File: config.mk
export PLATFORM = sky130hd
export DESIGN_NAME = regfile_mp
export DESIGN_NICKNAME = d
export VERILOG_FILES = /design/src/rtl/regfile_pkg.sv /design/src/rtl/regfile_clear_fsm.sv /design/src/rtl/regfile_mp.sv
export SDC_FILE = /design/constraint.sdc
export NUM_CORES = 2
export LEC_CHECK = 0
export BUFFER_PORTS_ARGS = -buffer_cell sky130_fd_sc_hd__buf_2
export CORE_MARGIN = 4
export CORE_UTILIZATION = 60
export DETAILED_ROUTE_END_ITERATION = 10
export PLACE_DENSITY_LB_ADDON = 0.2
export SKIP_CTS_REPAIR_TIMING = 1
export SYNTH_ARGS = -nofsm -noshare
export SYNTH_HDL_FRONTEND = slang
export SYNTH_HIERARCHICAL = 1
export SYNTH_SLANG_ARGS = --single-unit
File: constraint.sdc
create_clock -name clk -period 5.41 [get_ports clk]
set_input_delay 0.2705 -clock clk [delete_from_list [all_inputs] [get_ports clk]]
set_output_delay 0.2705 -clock clk [all_outputs]
set_load 0.01 [all_outputs]
File: src/rtl/regfile_pkg.sv
// rtl/regfile_pkg.sv - shared types and default sizes for the multi-port register file
// Contents: clear FSM state encoding, default DATA_W / ADDR_W.
package regfile_pkg;

    localparam int DATA_W_DEF = 32;
    localparam int ADDR_W_DEF = 5;

    typedef enum logic {
        ST_CLEAR = 1'b0,
        ST_READY = 1'b1
    } clr_state_e;

endpackage

File: src/rtl/regfile_clear_fsm.sv
// rtl/regfile_clear_fsm.sv - zero-clear sequencer for the register array
// Ports:
//   clk, rst_n       clock, asynchronous active-low reset
//   clr_req          request a full clear (honoured only in READY)
//   ready            array initialised and accepting writes
//   clr_we, clr_addr zero-write strobe and address driven during CLEAR
module regfile_clear_fsm
    import regfile_pkg::*;
#(
    parameter int ADDR_W = ADDR_W_DEF
) (
    input  logic              clk,
    input  logic              rst_n,
    input  logic              clr_req,
    output logic              ready,
    output logic              clr_we,
    output logic [ADDR_W-1:0] clr_addr
);

    clr_state_e        state;
    clr_state_e        state_nxt;
    logic [ADDR_W-1:0] cnt;
    logic [ADDR_W-1:0] cnt_nxt;

    always_ff @(posedge clk or negedge rst_n) begin
        if (!rst_n) begin
            state <= ST_CLEAR;
            cnt   <= ADDR_W'(1);
        end else begin
            state <= state_nxt;
            cnt   <= cnt_nxt;
        end
    end

    // Address 0 is hard-wired to zero on reads, so the sweep starts at 1.
    always_comb begin
        state_nxt = state;
        cnt_nxt   = cnt;
        ready     = 1'b0;
        clr_we    = 1'b0;
        clr_addr  = cnt;
        unique case (state)
            ST_CLEAR: begin
                clr_we = 1'b1;
                if (cnt == '1) begin
                    state_nxt = ST_READY;
                end else begin
                    cnt_nxt = cnt + 1'b1;
                end
            end
            ST_READY: begin
                ready = 1'b1;
                if (clr_req) begin
                    state_nxt = ST_CLEAR;
                    cnt_nxt   = ADDR_W'(1);
                end
            end
            default: begin
                state_nxt = ST_CLEAR;
                cnt_nxt   = ADDR_W'(1);
            end
        endcase
    end

endmodule

File: src/rtl/regfile_mp.sv
// rtl/regfile_mp.sv - multi-port register file with write bypass and pending scoreboard
// Ports:
//   clk, rst_n                 clock, asynchronous active-low reset
//   rd_addr / rd_data          NUM_RD combinational read ports (port i at slice i)
//   rd_busy                    pending bit of each read address
//   wr_en / wr_addr / wr_data  NUM_WR write ports, highest index wins on collision
//   sb_set / sb_addr           mark a register pending
//   clr_req                    start a full zero-clear
//   ready                      array initialised and accepting writes
module regfile_mp
    import regfile_pkg::*;
#(
    parameter int DATA_W = DATA_W_DEF,
    parameter int ADDR_W = ADDR_W_DEF,
    parameter int NUM_RD = 2,
    parameter int NUM_WR = 2,
    parameter int BYPASS = 1
) (
    input  logic                     clk,
    input  logic                     rst_n,
    input  logic [NUM_RD*ADDR_W-1:0] rd_addr,
    output logic [NUM_RD*DATA_W-1:0] rd_data,
    output logic [NUM_RD-1:0]        rd_busy,
    input  logic [NUM_WR-1:0]        wr_en,
    input  logic [NUM_WR*ADDR_W-1:0] wr_addr,
    input  logic [NUM_WR*DATA_W-1:0] wr_data,
    input  logic                     sb_set,
    input  logic [ADDR_W-1:0]        sb_addr,
    input  logic                     clr_req,
    output logic                     ready
);

    localparam int DEPTH = 2 ** ADDR_W;

    logic [DATA_W-1:0] regmem [DEPTH];
    logic [DEPTH-1:0]  pending;
    logic [DEPTH-1:0]  pending_nxt;
    logic              clr_we;
    logic [ADDR_W-1:0] clr_addr;
    logic [NUM_WR-1:0] wr_ok;
    logic [ADDR_W-1:0] ra;
    logic [DATA_W-1:0] rv;

    regfile_clear_fsm #(
        .ADDR_W (ADDR_W)
    ) u_clear_fsm (
        .clk      (clk),
        .rst_n    (rst_n),
        .clr_req  (clr_req),
        .ready    (ready),
        .clr_we   (clr_we),
        .clr_addr (clr_addr)
    );

    // A write is accepted only in READY and not in the cycle that starts a clear.
    always_comb begin
        wr_ok = '0;
        for (int j = 0; j < NUM_WR; j++) begin
            wr_ok[j] = ready && !clr_req && wr_en[j] &&
                       (wr_addr[j*ADDR_W +: ADDR_W] != '0);
        end
    end

    // Later loop iterations override earlier ones, so the highest port wins.
    always_ff @(posedge clk) begin
        if (clr_we) begin
            regmem[clr_addr] <= '0;
        end
        for (int j = 0; j < NUM_WR; j++) begin
            if (wr_ok[j]) begin
                regmem[wr_addr[j*ADDR_W +: ADDR_W]] <= wr_data[j*DATA_W +: DATA_W];
            end
        end
    end

    // Set is applied after the write clears so a same-cycle set survives.
    always_comb begin
        pending_nxt = pending;
        if (ready && clr_req) begin
            pending_nxt = '0;
        end else if (ready) begin
            for (int j = 0; j < NUM_WR; j++) begin
                if (wr_ok[j]) begin
                    pending_nxt[wr_addr[j*ADDR_W +: ADDR_W]] = 1'b0;
                end
            end
            if (sb_set && (sb_addr != '0)) begin
                pending_nxt[sb_addr] = 1'b1;
            end
        end
    end

    always_ff @(posedge clk or negedge rst_n) begin
        if (!rst_n) begin
            pending <= '0;
        end else begin
            pending <= pending_nxt;
        end
    end

    always_comb begin
        rd_data = '0;
        rd_busy = '0;
        ra      = '0;
        rv      = '0;
        for (int i = 0; i < NUM_RD; i++) begin
            ra = rd_addr[i*ADDR_W +: ADDR_W];
            rv = regmem[ra];
            if (BYPASS != 0) begin
                for (int j = 0; j < NUM_WR; j++) begin
                    if (wr_ok[j] && (wr_addr[j*ADDR_W +: ADDR_W] == ra)) begin
                        rv = wr_data[j*DATA_W +: DATA_W];
                    end
                end
            end
            if ((ra == '0) || !ready) begin
                rv = '0;
            end
            rd_data[i*DATA_W +: DATA_W] = rv;
            rd_busy[i]                  = pending[ra];
        end
    end

endmodule

==> results.md <==
- Status: finished, violations left
- Failing checks: negative hold slack
- Multi-input gate area: 29,100 um^2
- Worst-path clk slew: 60 ps
- Worst Hold Class: input pin to flip-flop
- Clk_skew: 17.5 ps
- Yosys cell types: 76
- Combinational power share: 18.1%
- Die Ht: 332 um
- # IOs: 162
- GRT overflow: 0
- Share of cells above drive strength 1: 17.4%
- Core ar.: 104,000 um^2
- Final Hold Vio Count: 4
- Period Utilization, post-route: 85.1%
- Fin crit period: 4610 ps
- Startpoint Class: flip-flop
- Synth Flop Type: edfxtp_1
- Seq/Total Area, Yosys: 50.2%
- Peak Freq: 0.217 GHz
- Iter 0 DRT Violations: 9,220
- Final Cell Area: 68,600 um^2
- CTS buffer count: 114
- VDD IR max: 0.000365 V
- Crit path max fanout: 35
- Initial antenna violation count: 18
- YS warnings: 6
- Horiz. Die Dim: 332 um
- Die area: 110,000 um^2
- Clk pwr share: 34.8%
- Wire length per cell: 40.2 um
- Pins Over Slew Limit: 0
- Max H-tree Level: 3
- Setup_tns: 0 ps
- EDFF count, synth: 1,024
- FF/Latch Area: 31,700 um^2
- Internal power: 15.8 mW
- Hold slack final: -37.5 ps
- Total leakage power: 23.9 nW
- TritonRoute pass-1 iters: 6
- Slew margin rel.: 10.0%
- Syn-to-layout area delta: 8.64%
- Max-cap viol count: 0
- # clock sinks: 1,062
- Largest net degree at the start of global routing: 117
- Ys async rst share: 3.58%
- Total GRT Usage: 44.3%
- # fillers: 7,607
- Final Wtd Congestion: 1.02
- Input/output buffers: 161
- Critical Path AT: 4340 ps
- Sw Pwr: 6.74 mW
- FF+latch count, synth: 1,062
- Worst Max-Slew Pin Slew: 1340 ps
- Sw Share: 29.9%
- First-pass GRT wire length: 354 mm
- Netlist Area Pre-Place: 63,100 um^2
- Mean area per synthesized cell: 12.5 um^2
- Fin nets: 4,893
- Syn Inst Count: 5,041
- Worst Setup Path Type: flip-flop to output port
- Post-DRT Antenna Nets: 0
- RSZ-0062 raised after global routing: no
- Routed via count: 51,400
- Num rows: 118
- DRC Markers: 0
- Setup violators final: 0
- Clock Path Buffers: 3
- WP data required: 5140 ps
- CTS tree: yes
- Power share of the sequential group: 47.1%
- Dpl cell area: 64,900 um^2
- Initial Util: 60.7%
- Pwr Total: 22.5 mW
- Clock root buffer: clkbuf_16
- CP Capture Type: output port
- Routed WL: 252 mm
- Pwr dens: 329 nW/um^2
- Worst-skew pair later-pin latency: 740 ps
- DP HPWL: 152 mm
- Vias in the first global route: 48,800
- Avg Vias per Cell: 8.18
-- routing by layer --
metal / track usage (%) / up-vias / share of wire [%]
met5: 1.15 / - / 0.19
met4: 32.5 / 22 / 9.5
met3: 12.7 / 1174 / 15
met2: 64.7 / 5043 / 43
met1: 56.5 / 25200 / 33
li1: - / 19900 / -
-- registers in the layout, summed over array words and instances (netlist names) --
signal and cells:
pending 32, regmem 1024, u_clear_fsm/clr_addr 5, u_clear_fsm/state 1
-- cell usage after synthesis (all sizes together) (6+ instances only) --
master	n	area share [%]
edfxtp	1024	49
nand2	271	1.6
o211ai	6	0.071
a211oi	64	0.76
a32oi	7	0.097
clkbuf	461	2.7
a22oi	7	0.083
and4	31	0.43
a22o	1003	14
inv	9	0.054
or2	37	0.37
nand3	7	0.055
nor3b	6	0.071
o2bb2ai	16	0.22
nor2b	68	0.67
mux4	211	7.5
xor2	17	0.24
mux2i	578	9.2
dfrtp	37	1.5
o31ai	45	0.54
nor4bb	31	0.49
nor3	45	0.55
buf	275	2.2
nand2b	10	0.11
nor2	157	0.99
a21oi	22	0.17
nand4bb	6	0.11
xnor2	6	0.083
or3	12	0.13
nor4b	33	0.46
nor4	44	0.60
nand4	35	0.35
o21ai	101	0.80
o22a	62	0.86
o22ai	193	1.9
nand4b	10	0.14
o2111ai	34	0.47
nand3b	13	0.17
-- metrics by stage --
stage / util (%) / hold WS [ps] / setup WS [ps] / instances
2_1_floorplan: - / -25.1 / 1390 / 5072
3_3_place_gp: 62.4 / 473 / 1540 / 6054
3_5_place_dp: 62.4 / 482 / 1500 / 6054
4_1_cts: 65.9 / -277 / 1060 / 6264
5_1_grt: 66.0 / 5.72 / 840 / 6270
6_report: 66.0 / -37.5 / 804 / 6281
-- placed cells by master, fill, tap and decap left out, drive strengths merged, types with 32 or more instances in the layout --
master	netlist	routed
o22ai	193	193
o31ai	45	45
clkbuf	461	141
a211oi	64	64
nor4	44	44
o22a	62	62
nand2	271	271
conb	1	32
nor4b	33	33
nor2b	68	68
a22o	1003	1003
mux2i	578	578
dfrtp	37	37
o2111ai	34	34
mux4	211	211
buf	275	336
o21ai	101	101
or2	37	37
nand4	35	35
nor3	45	45
clkinv	0	52
nor2	157	157
edfxtp	1024	1024
-- power groups by stage --
stage / Combinational [mW] / Sequential, mW / Clock, mW
finish: 4.07 / 10.6 / 7.85
global route: 4.14 / 10.7 / 8.18
CTS: 3.90 / 10.6 / 7.79
detailed placement: 3.89 / 10.7 / 0
global placement: 3.85 / 10.7 / 0
floorplan: 2.30 / 10.6 / 0
-- critical path, stage by stage, from the launching register on --
cell,delay (ps)
dfrtp_1,410
buf_4,440
nand3b_4,150
a21oi_1,260
nand4_1,590
buf_4,460
nor4b_1,170
o31ai_1,840
buf_2,270
-- final cells by class --
type                       count  share of cell area [%]
tap                         1380                    2.52
clock buffer                 139                    4.36
timing repair buffer         343                    3.43
multi-input combinational   3265                    42.4
antenna                       12                  0.0438
inverter                       9                  0.0493
clock inverter                71                   0.939
sequential                  1062                    46.2
-- worst paths after layout --
check | startpoint | to | slack [ps] | cells after the start
worst max-delay path | u_clear_fsm/state | rd_data[61] | 800 | 8
worst min-delay path | clr_req | pending[26] | -40 | 2
worst max register to register | u_clear_fsm/state | regmem[26][17] | 1780 | 5
worst min register to register | pending[2] | pending[2] | 520 | 1
max in group asynchronous | rst_n | u_clear_fsm/clr_addr[4] | 4520 | 2
min in group asynchronous | rst_n | pending[16] | 260 | 2
-- kinds of logic after synthesis --
kind of cell / Yosys count / synth area share, %
other: 1 / 0.00594
buffers and inverters: 745 / 4.95
AOI/OAI and AO/OA: 1579 / 20.2
DFF: 1062 / 50.2
xor gates and xnor gates: 23 / 0.319
and+or+nand+nor: 838 / 7.57
adders and majority gates: 3 / 0.0595
muxes: 790 / 16.7
(Power assumes the default switching activity.)
